### src/rtl/matrix_pkg.sv
// Shared definitions for the Kronecker product stream engine.
//   - kron_state_t : engine FSM state (IDLE waits for operands, RUN streams results)
//   - DEF_*        : default operand geometry and element width
//   - clog2        : ceiling log2 for elaboration-time width calculations
//   - res_rows / res_cols / elem_count : result geometry derived from the operand shapes
//   - idx_width    : width of an index/counter that must hold 0..n-1 (at least 1 bit)
package matrix_pkg;

    typedef enum logic {
        S_IDLE = 1'b0,
        S_RUN  = 1'b1
    } kron_state_t;

    localparam int DEF_WORD_SIZE = 32;
    localparam int DEF_M         = 2;
    localparam int DEF_N         = 2;
    localparam int DEF_P         = 2;
    localparam int DEF_Q         = 2;

    function automatic int clog2(input int value);
        int r;
        r = 0;
        while ((1 << r) < value) begin
            r = r + 1;
        end
        return r;
    endfunction

    // Result geometry is a function of each instance's parameters, so it is
    // provided as constant functions usable in parameter/port declarations.
    function automatic int res_rows(input int m, input int p);
        return m * p;
    endfunction

    function automatic int res_cols(input int n, input int q);
        return n * q;
    endfunction

    function automatic int elem_count(input int m, input int n, input int p, input int q);
        return m * n * p * q;
    endfunction

    function automatic int idx_width(input int n);
        return clog2((n < 2) ? 2 : n);
    endfunction

endpackage

### src/rtl/matrix_kronecker_stream_index_counter.sv
// kron_index_counter: four-level nested wrap counter walking the Kronecker
// result in row-major order (l fastest, then j, then k, then i).
// The i/j/k/l, row/col and last outputs describe the element selected for the
// current cycle: the stored position, or position 0 when clear_i is high.
// advance_i steps the stored position one element beyond the selected one.
// Ports:
//   clk, rst          clock, synchronous active-high reset
//   clear_i           restart from element 0 this cycle
//   advance_i         step past the selected element at the next edge
//   i_o, j_o, k_o, l_o  selected A row/col and B row/col
//   row_o, col_o      selected result row (i*p+k) and column (j*q+l)
//   last_o            selected element is the final one of the result
module kron_index_counter
    import matrix_pkg::*;
#(
    parameter int M  = DEF_M,
    parameter int N  = DEF_N,
    parameter int P  = DEF_P,
    parameter int Q  = DEF_Q,
    parameter int IW = idx_width(M),
    parameter int JW = idx_width(N),
    parameter int KW = idx_width(P),
    parameter int LW = idx_width(Q),
    parameter int RW = idx_width(res_rows(M, P)),
    parameter int CW = idx_width(res_cols(N, Q))
) (
    input  logic          clk,
    input  logic          rst,
    input  logic          clear_i,
    input  logic          advance_i,
    output logic [IW-1:0] i_o,
    output logic [JW-1:0] j_o,
    output logic [KW-1:0] k_o,
    output logic [LW-1:0] l_o,
    output logic [RW-1:0] row_o,
    output logic [CW-1:0] col_o,
    output logic          last_o
);

    logic [IW-1:0] i_q, i_d;
    logic [JW-1:0] j_q, j_d;
    logic [KW-1:0] k_q, k_d;
    logic [LW-1:0] l_q, l_d;

    always_comb begin
        i_o    = clear_i ? '0 : i_q;
        j_o    = clear_i ? '0 : j_q;
        k_o    = clear_i ? '0 : k_q;
        l_o    = clear_i ? '0 : l_q;
        row_o  = RW'(int'(i_o) * P + int'(k_o));
        col_o  = CW'(int'(j_o) * Q + int'(l_o));
        last_o = (i_o == IW'(M - 1)) && (j_o == JW'(N - 1)) &&
                 (k_o == KW'(P - 1)) && (l_o == LW'(Q - 1));

        i_d = i_o;
        j_d = j_o;
        k_d = k_o;
        l_d = l_o;
        if (advance_i) begin
            if (l_o == LW'(Q - 1)) begin
                l_d = '0;
                if (j_o == JW'(N - 1)) begin
                    j_d = '0;
                    if (k_o == KW'(P - 1)) begin
                        k_d = '0;
                        if (i_o == IW'(M - 1)) begin
                            i_d = '0;
                        end else begin
                            i_d = i_o + IW'(1);
                        end
                    end else begin
                        k_d = k_o + KW'(1);
                    end
                end else begin
                    j_d = j_o + JW'(1);
                end
            end else begin
                l_d = l_o + LW'(1);
            end
        end
    end

    always_ff @(posedge clk) begin
        if (rst) begin
            i_q <= '0;
            j_q <= '0;
            k_q <= '0;
            l_q <= '0;
        end else begin
            i_q <= i_d;
            j_q <= j_d;
            k_q <= k_d;
            l_q <= l_d;
        end
    end

endmodule

### src/rtl/matrix_kronecker_stream.sv
// matrix_kronecker_stream: captures an A (m x n) and B (p x q) operand set and
// streams the (m*p) x (n*q) Kronecker product, one full-width element per
// cycle, row-major, with valid/ready back-pressure on the output.
// Optional build macro: MATRIX_KRON_SIGNED_EN -> two's complement operands with
// a sign-extended product; otherwise operands are unsigned.
// Ports:
//   clk, rst              clock, synchronous active-high reset
//   in_valid / in_ready   operand handshake (ready only while idle)
//   A, B                  flat operands, element [0][0] in the MSBs, row-major
//   out_valid / out_ready result handshake
//   out_data              A(i,j)*B(k,l), 2*word_size bits
//   out_row, out_col      result coordinates (i*p+k, j*q+l)
//   out_last              marks the final element of the result
module matrix_kronecker_stream
    import matrix_pkg::*;
#(
    parameter int word_size     = DEF_WORD_SIZE,
    parameter int Amatrixrownum = DEF_M,
    parameter int Amatrixcolnum = DEF_N,
    parameter int Bmatrixrownum = DEF_P,
    parameter int Bmatrixcolnum = DEF_Q
) (
    input  logic                                                        clk,
    input  logic                                                        rst,
    input  logic                                                        in_valid,
    output logic                                                        in_ready,
    input  logic [Amatrixrownum*Amatrixcolnum*word_size-1:0]            A,
    input  logic [Bmatrixrownum*Bmatrixcolnum*word_size-1:0]            B,
    output logic                                                        out_valid,
    input  logic                                                        out_ready,
    output logic [2*word_size-1:0]                                      out_data,
    output logic [idx_width(res_rows(Amatrixrownum, Bmatrixrownum))-1:0] out_row,
    output logic [idx_width(res_cols(Amatrixcolnum, Bmatrixcolnum))-1:0] out_col,
    output logic                                                        out_last
);

    localparam int W   = word_size;
    localparam int M   = Amatrixrownum;
    localparam int N   = Amatrixcolnum;
    localparam int P   = Bmatrixrownum;
    localparam int Q   = Bmatrixcolnum;
    localparam int NA  = M * N;
    localparam int NB  = P * Q;
    localparam int AIW = idx_width(NA);
    localparam int BIW = idx_width(NB);
    localparam int IW  = idx_width(M);
    localparam int JW  = idx_width(N);
    localparam int KW  = idx_width(P);
    localparam int LW  = idx_width(Q);
    localparam int RW  = idx_width(res_rows(M, P));
    localparam int CW  = idx_width(res_cols(N, Q));

    // Operand unpacking: flat bus element e (row-major) sits at slot NA-1-e.
    logic [W-1:0] a_in [NA];
    logic [W-1:0] b_in [NB];
    logic [W-1:0] a_q  [NA];
    logic [W-1:0] b_q  [NB];

    genvar gi;
    generate
        for (gi = 0; gi < NA; gi++) begin : g_a_unpack
            assign a_in[gi] = A[(NA-1-gi)*W +: W];
        end
        for (gi = 0; gi < NB; gi++) begin : g_b_unpack
            assign b_in[gi] = B[(NB-1-gi)*W +: W];
        end
    endgenerate

    kron_state_t     state_q;
    logic            in_ready_q;
    logic            out_valid_q;
    logic            out_last_q;
    logic [2*W-1:0]  out_data_q;
    logic [RW-1:0]   out_row_q;
    logic [CW-1:0]   out_col_q;

    logic            accept;
    logic            load_run;
    logic            done;
    logic            load;

    logic [IW-1:0]   cnt_i;
    logic [JW-1:0]   cnt_j;
    logic [KW-1:0]   cnt_k;
    logic [LW-1:0]   cnt_l;
    logic [RW-1:0]   cnt_row;
    logic [CW-1:0]   cnt_col;
    logic            cnt_last;

    logic [AIW-1:0]  a_idx;
    logic [BIW-1:0]  b_idx;
    logic [W-1:0]    a_sel;
    logic [W-1:0]    b_sel;
    logic [2*W-1:0]  a_ext;
    logic [2*W-1:0]  b_ext;
    logic [2*W-1:0]  prod;

    assign accept   = in_valid && in_ready_q && (state_q == S_IDLE);
    // In RUN out_valid is always high; the next element is fetched whenever the
    // current one is taken and it was not the final one.
    assign load_run = (state_q == S_RUN) && out_valid_q && out_ready && !out_last_q;
    assign done     = (state_q == S_RUN) && out_valid_q && out_ready && out_last_q;
    assign load     = accept || load_run;

    kron_index_counter #(
        .M(M), .N(N), .P(P), .Q(Q),
        .IW(IW), .JW(JW), .KW(KW), .LW(LW), .RW(RW), .CW(CW)
    ) u_index_counter (
        .clk       (clk),
        .rst       (rst),
        .clear_i   (accept),
        .advance_i (load),
        .i_o       (cnt_i),
        .j_o       (cnt_j),
        .k_o       (cnt_k),
        .l_o       (cnt_l),
        .row_o     (cnt_row),
        .col_o     (cnt_col),
        .last_o    (cnt_last)
    );

    assign a_idx = AIW'(int'(cnt_i) * N + int'(cnt_j));
    assign b_idx = BIW'(int'(cnt_k) * Q + int'(cnt_l));

    // The first element is produced straight from the input buses in the
    // accept cycle (the counter selects position 0 then), which gives the
    // one-cycle operand-to-first-result latency.
    assign a_sel = accept ? a_in[0] : a_q[a_idx];
    assign b_sel = accept ? b_in[0] : b_q[b_idx];

`ifdef MATRIX_KRON_SIGNED_EN
    assign a_ext = {{W{a_sel[W-1]}}, a_sel};
    assign b_ext = {{W{b_sel[W-1]}}, b_sel};
`else
    assign a_ext = {{W{1'b0}}, a_sel};
    assign b_ext = {{W{1'b0}}, b_sel};
`endif

    // The low 2W bits of the product of the extended operands are the exact
    // full-precision result in both signed and unsigned modes.
    assign prod = a_ext * b_ext;

    always_ff @(posedge clk) begin
        if (accept) begin
            for (int e = 0; e < NA; e++) begin
                a_q[e] <= a_in[e];
            end
            for (int e = 0; e < NB; e++) begin
                b_q[e] <= b_in[e];
            end
        end
    end

    always_ff @(posedge clk) begin
        if (rst) begin
            state_q     <= S_IDLE;
            in_ready_q  <= 1'b0;
            out_valid_q <= 1'b0;
            out_last_q  <= 1'b0;
            out_data_q  <= '0;
            out_row_q   <= '0;
            out_col_q   <= '0;
        end else begin
            case (state_q)
                S_IDLE: begin
                    in_ready_q <= 1'b1;
                    if (accept) begin
                        state_q    <= S_RUN;
                        in_ready_q <= 1'b0;
                    end
                end
                S_RUN: begin
                    if (done) begin
                        state_q    <= S_IDLE;
                        in_ready_q <= 1'b1;
                    end
                end
                default: begin
                    state_q    <= S_IDLE;
                    in_ready_q <= 1'b0;
                end
            endcase

            if (load) begin
                out_valid_q <= 1'b1;
                out_data_q  <= prod;
                out_row_q   <= cnt_row;
                out_col_q   <= cnt_col;
                out_last_q  <= cnt_last;
            end else if (done) begin
                out_valid_q <= 1'b0;
                out_last_q  <= 1'b0;
            end
        end
    end

    assign in_ready  = in_ready_q;
    assign out_valid = out_valid_q;
    assign out_data  = out_data_q;
    assign out_row   = out_row_q;
    assign out_col   = out_col_q;
    assign out_last  = out_last_q;

endmodule

### config.mk
export PLATFORM = sky130hd
export DESIGN_NAME = matrix_kronecker_stream
export DESIGN_NICKNAME = d
export VERILOG_FILES = /design/src/rtl/matrix_pkg.sv /design/src/rtl/matrix_kronecker_stream_index_counter.sv /design/src/rtl/matrix_kronecker_stream.sv
export SDC_FILE = /design/constraint.sdc
export NUM_CORES = 2
export LEC_CHECK = 0
export ABC_AREA = 1
export CAP_MARGIN = 5
export CORE_MARGIN = 1.5
export CORE_UTILIZATION = 45
export CTS_CLUSTER_SIZE = 14
export DETAILED_ROUTE_END_ITERATION = 12
export GPL_ROUTABILITY_DRIVEN = 0
export PLACE_DENSITY_LB_ADDON = 0.15
export SETUP_SLACK_MARGIN = 0.2
export SYNTH_ARGS = -nofsm -noshare
export SYNTH_HDL_FRONTEND = slang
export SYNTH_SLANG_ARGS = --single-unit
export TNS_END_PERCENT = 10
### constraint.sdc
create_clock -name clk -period 13.3 [get_ports clk]
set_input_delay 2.66 -clock clk [delete_from_list [all_inputs] [get_ports clk]]
set_output_delay 2.66 -clock clk [all_outputs]
set_load 0.03 [all_outputs]
==> Word-level counts from Yosys, hierarchy flattened <==
Memories as Yosys holds them, arrays and structs flattened.
Index checks and enable logic that the tools add are counted.
{ "totals": {"n_memories": 2, "wordCells": 66, "register_bits": 76, "ramBits": 256, "output_inout_bits": 71, "in_bits": 260} }
{ "op_classes": {"bitwise": 1, "multipliers": 1, "n_mux": 30, "n_eq_ne": 1, "reduce_logical": 12, "n_addsub": 8} }
{ "mem_list": {"columns": ["name", "depth", "word_bits", "rd", "rd_ports_with_merged_regs", "write_ports", "line_no", "source"], "rows": [
  ["a_q", 4, 32, 1, 0, 4, "matrix_kronecker_stream.sv:56", "logic [W-1:0] a_q [NA];"],
  ["b_q", 4, 32, 1, 0, 4, "matrix_kronecker_stream.sv:57", "logic [W-1:0] b_q [NB];"]
]} }
{ "ops": {"columns": ["cell", "count"], "rows": [
  ["32-bit by 32-bit multiplier with 64-bit output", 1],
  ["32-bit two-way mux", 2],
  ["1-bit two-way mux", 26],
  ["1-bit logical AND", 9],
  ["2-bit by 1-bit adder with 2-bit output", 4],
  ["1-bit adder, second input constant", 4],
  ["1-bit case mux with 2 select lines", 2],
  ["2-bit by 1-bit != test with 1-bit output, second input constant", 1],
  ["2-bit nonzero test", 1],
  ["1-bit zero test", 1],
  ["1-bit logical OR", 1],
  ["1-bit inverter", 1]
]} }

==> Logic depth before layout (Yosys ltp) <==
{ "depth": {"word_depth": 9, "mapped_depth": 45, "mapped_depth_nobuf": 43} }

==> By module <==
A second synthesis with hierarchy kept.
{ "hier_totals": {"cells_unflattened": 5567, "area_unflattened_um2": 47934.7} }
{ "by_module_without_submodules": {"columns": ["mod", "n_inst", "area_per_inst_um2", "seq_area_each_um2", "cells_per_inst"], "rows": [
  ["matrix_kronecker_stream", 1, 47697.0, 9128.8, 5533],
  ["kron_index_counter", 1, 237.7, 80.1, 34]
]} }

==> Worst setup path before layout <==
OpenSTA, ideal clock, no wires.
{ "synth_path": {"kind": "input to register", "start": "input in_valid", "end": "register out_data_q[62] (netlist: out_data[62])", "slack_ns": 0.663, "cell_stages": 33, "t_arrival_ns": 12.528, "setup_ns": 0.109, "n_path_buf": 3, "required_time_ns": 13.191, "cell_sequence": "nand2_2 -> nor2_8 -> buf_2 -> buf_2 -> nand2_1 -> o21ai_2 -> buf_2 -> nand2_1 -> fa_1 -> inv_1 -> fa_1 -> fa_1 -> inv_1 -> fa_1 -> inv_1 -> fa_1 -> fa_1 -> fa_1 -> inv_1 -> fa_1 -> inv_1 -> ha_1 -> nand2_1 -> nor2_1 -> inv_1 -> nor3_1 -> nand2_1 -> nor3_1 -> nand2_1 -> nand3_1 -> nand3_1 -> nand2_1 -> inv_1"} }
{ "synth_via": {"elab_chain_cells": 7, "word_cells_on_any_way": 14, "cone_classes": "add/sub: 2; mul: 1; mux: 6; reduce/logical: 3; memory: 2"} }
{ "synth_lines": {"columns": ["element", "line_no", "source"], "rows": [
  ["start: declaration", "matrix_kronecker_stream.sv:25", "input logic in_valid,"],
  ["1-bit logical AND * (2 in a row)", "matrix_kronecker_stream.sv:98", "assign accept = in_valid && in_ready_q && (state_q == S_IDLE);"],
  ["via accept", "matrix_kronecker_stream.sv:77", "logic accept;"],
  ["1-bit two-way mux, on equally long branches", null, null],
  ["2-bit by 1-bit adder with 2-bit output, on equally long branches", "matrix_kronecker_stream.sv:122, matrix_kronecker_stream.sv:123", null],
  ["memory 4 x 32 bit, on equally long branches", null, null],
  ["32-bit two-way mux, on equally long branches", "matrix_kronecker_stream.sv:128, matrix_kronecker_stream.sv:129", null],
  ["32-bit by 32-bit multiplier with 64-bit output", "matrix_kronecker_stream.sv:141", "assign prod = a_ext * b_ext;"],
  ["end signal: assignment", "matrix_kronecker_stream.sv:186", "out_data_q <= prod;"],
  ["end: declaration", "matrix_kronecker_stream.sv:73", "logic [2*W-1:0] out_data_q;"]
]} }
The timed path passes the listed nets; every way through them passes the cells marked *.
A chain may end at the register's enable or synchronous reset.

==> Worst setup path after layout <==
{ "layout_path": {"start": "input in_valid", "end": "register out_data_q[61] (netlist: out_data[61])"} }
{ "layout_via": {"elab_chain_cells": 7, "word_cells_on_any_way": 14, "cone_classes": "add/sub: 2; mul: 1; mux: 6; reduce/logical: 3; memory: 2"} }
{ "layout_lines": {"columns": ["element", "line_no"], "rows": [
  ["1-bit logical AND * (2 in a row)", "matrix_kronecker_stream.sv:98"],
  ["1-bit two-way mux, on equally long branches", null],
  ["2-bit by 1-bit adder with 2-bit output, on equally long branches", "matrix_kronecker_stream.sv:122, matrix_kronecker_stream.sv:123"],
  ["memory 4 x 32 bit, on equally long branches", null],
  ["32-bit two-way mux, on equally long branches", "matrix_kronecker_stream.sv:128, matrix_kronecker_stream.sv:129"],
  ["32-bit by 32-bit multiplier with 64-bit output", "matrix_kronecker_stream.sv:141"]
]} }
Every way passes the cells marked *; elsewhere a longest branch is shown, timed or not.

==> summary.md <==
## Critical path
• **largest driver fanout on the critical path** 33
• **capturing element type of the critical path** flop
• **startpoint type of the worst setup path** input pin
• **Setup CP Type** input pin to flop
• **Crit-path slowest cell** fa_1
• **Buf+Inv Stages, Crit Path** 7
• **Req. time, crit path** 13.78 ns
• **category of cells accounting for the largest share of critical-path delay** adder cells
• **most used cell, CP** fa_1
• **largest incremental delay on the critical path** 0.63 ns
• **arrival time reported for the critical path endpoint** 12.08 ns

## Synthesis
• **Synth Instances** 6029
• **Synth async-reset ratio** 0%
• **sequential element share of the synthesized area** 18.6%
• **Synth Area per Inst** 8.19 µm²
• **number of distinct library cell variants in the gate-level netlist after synthesis** 41
• **number of synthesized register bits** 332
• **count of yosys warnings during synthesis** 0
• **ys flop type** edfxtp_1
• **Post-Synthesis Net Count** 7448
• **Post-synth EDFFs** 256
• **total standard cell area after synthesis** 49400 µm²

## Floorplan
• **Die Outline Area** 112000 µm²
• **placement row count** 121
• **Die X-Extent** 334 µm
• **Initial Utilization** 45.4%
• **floorplan die height** 334 µm
• **Floorplan Core Area** 109000 µm²
• **IO Pins** 331

## Clock network
• **clock sink count** 332
• **clock latency reported for the late side of the worst-skew pair** 0.59 ns
• **buffer type at the clock tree root** clkbuf_16
• **clock tree from TritonCTS** yes
• **hold-fix buffer count after cts** 0
• **clock transition time at the flip-flop clock pins of the worst setup and hold paths** 0.06 ns
• **CTS HTree Levels** 2
• **cts repair resizes** 0
• **Longest Clk Path Bufs** 3
• **post-CTS setup buffer count** 0
• **clock buffers created by TritonCTS** 37

## Drt
• **Wirelength per Cell** 19.5 µm
• **overall routed net length** 151 mm
• **via/cell ratio** 4.94
• **initial detailed-routing violation count** 3050
• **via total after detailed routing** 38057
• **total DRC errors in the routed layout** 0
• **Routed Antenna Nets** 0
• **drt first pass iters** 6

## STA
• **final hold slack** 0.473 ns
• **headroom to the max-slew limit** 32.7%
• **RSZ-0062 raised after global routing** false
• **post-route setup slack** 1.70 ns
• **final setup violation count** 0
• **number of hold violations in the final report** 0
• **final worst-path cycle share** 87.2%
• **Highest Clock Rate** 86.2 MHz
• **fin. max-slew vios** 0
• **clock skew** 0.0298 ns
• **slew at the pin closest to its max-slew limit** 1.01 ns
• **aggregate negative setup slack** 0 ns
• **shortest period the worst path allows** 11.60 ns

## Final layout
• **area taken by multi-input logic gates** 32000 µm²
• **area taken by flip-flops and latches** 9210 µm²
• **fraction of layout instances using a drive strength above 1** 4.44%
• **Area Growth Syn to Fin** 11.6%
• **most common cell after layout, fill and taps aside** inv_1
• **commonest non-fill, non-tap cells in the layout** inv_1 (1754), nand2_1 (1718), fa_1 (896)
• **Post-layout nets** 7672
• **number of fill cells in the layout** 10448

## Global route
• **largest net degree at the start of global routing** 149
• **met1 Resource Use GR** 38.8%
• **first-pass GRT wire length** 236 mm
• **global-route met2 utilization** 45.2%
• **antenna violations before repair** 10
• **aggregate global-route resource usage** 27.8%
• **layer with the highest usage** met2
• **grt total ovfl** 0
• **GR Layer Usage met3** 4.34%
• **vias in the first global route** 40116

## Min path
• **path class of the lowest-slack min-delay path** flop to flop

## Place
• **PortBufs** 330
• **post-placement worst setup slack** 1.20 ns
• **placed wire-length estimate** 124 mm

## Run status
• **run status** complete, no violations

## Job
• **max-cap check violation count** 0

-- state kept, by name (all words and copies together), names as in the netlist --
| register | flops |
|---|---|
| u_index_counter.j_q | 1 |
| b_q | 128 |
| in_ready | 1 |
| out_valid | 1 |
| out_row | 2 |
| state_q | 1 |
| out_data | 64 |
| u_index_counter.k_q | 1 |
| out_last | 1 |
| u_index_counter.i_q | 1 |
| u_index_counter.l_q | 1 |
| a_q | 128 |
| out_col | 2 |
-- tightest hold or removal path, stage by stage (launching register included) --
cell,delay (ns)
dfxtp_1,0.31
nand2_1,0.06
a21oi_1,0.06
-- layout make-up --
| cell class | instances | area share, % |
|---|---|---|
| Antenna cell | 10 | 0.0454 |
| Clock buffer | 52 | 1.85 |
| Clock inverter | 15 | 0.422 |
| Inverter | 1792 | 12.2 |
| Multi-Input combinational cell | 3647 | 58.0 |
| Sequential cell | 332 | 16.7 |
| Tap cell | 1414 | 3.21 |
| Timing Repair Buffer | 443 | 7.59 |
-- stage by stage --
step           area (µm²)  std cells  util [%]
2_1_floorplan       49400       6029         -
3_5_place_dp        53900       7628      49.5
6_report            55200       7705      50.7
4_1_cts             55100       7695      50.6
3_3_place_gp        53900       7628      49.5
5_1_grt             55200       7704      50.7
-- final timing paths --
path / startpoint / end / slack [ns] / depth (start not counted)
hold reg to reg: out_col[1] / out_col[1] / 0.47 / 2
hold / removal: out_col[1] / out_col[1] / 0.47 / 2
setup / recovery: in_valid / out_data[61] / 1.70 / 33
setup reg to reg: u_index_counter.l_q / out_data[42] / 3.43 / 36
-- cells by family (layout without fill, tap and decap cells) --
| group | Yosys count | after routing | share of synthesized area (%) |
|---|---|---|---|
| AND/OR/NAND/NOR | 2134 | 2134 | 17.0 |
| XOR/XNOR | 26 | 26 | 0.461 |
| buffers and inverters | 2050 | 2302 | 16.7 |
| AO/OA/AOI/OAI | 328 | 328 | 4.26 |
| adder cells (fa/ha/maj) | 1159 | 1159 | 43.0 |
| other | 0 | 10 | 0 |
| flip-flops | 332 | 332 | 18.6 |
-- metal layers --
layer / vias up / routed length [µm] / share of wire (%)
li1: 17738 / - / -
met1: 18829 / 65600 / 44
met2: 1335 / 70100 / 47
met3: 155 / 11100 / 7.4
met4: 0 / 3690 / 2.4
met5: - / 0 / 0
-- Yosys cell counts, types with 61 or more instances --
cell type	instances	area, µm²
a21oi_1	102	510
buf_2	157	786
buf_4	61	458
dfxtp_1	76	1520
edfxtp_1	256	7690
fa_1	896	17900
ha_1	263	3290
inv_1	1755	6590
nand2_1	1718	6450
nand3_1	150	751
nor2_1	198	743
o21ai_0	74	370
Power is not shown: default switching activity piles up to over one toggle a cycle in this logic, so the estimate is an artifact.
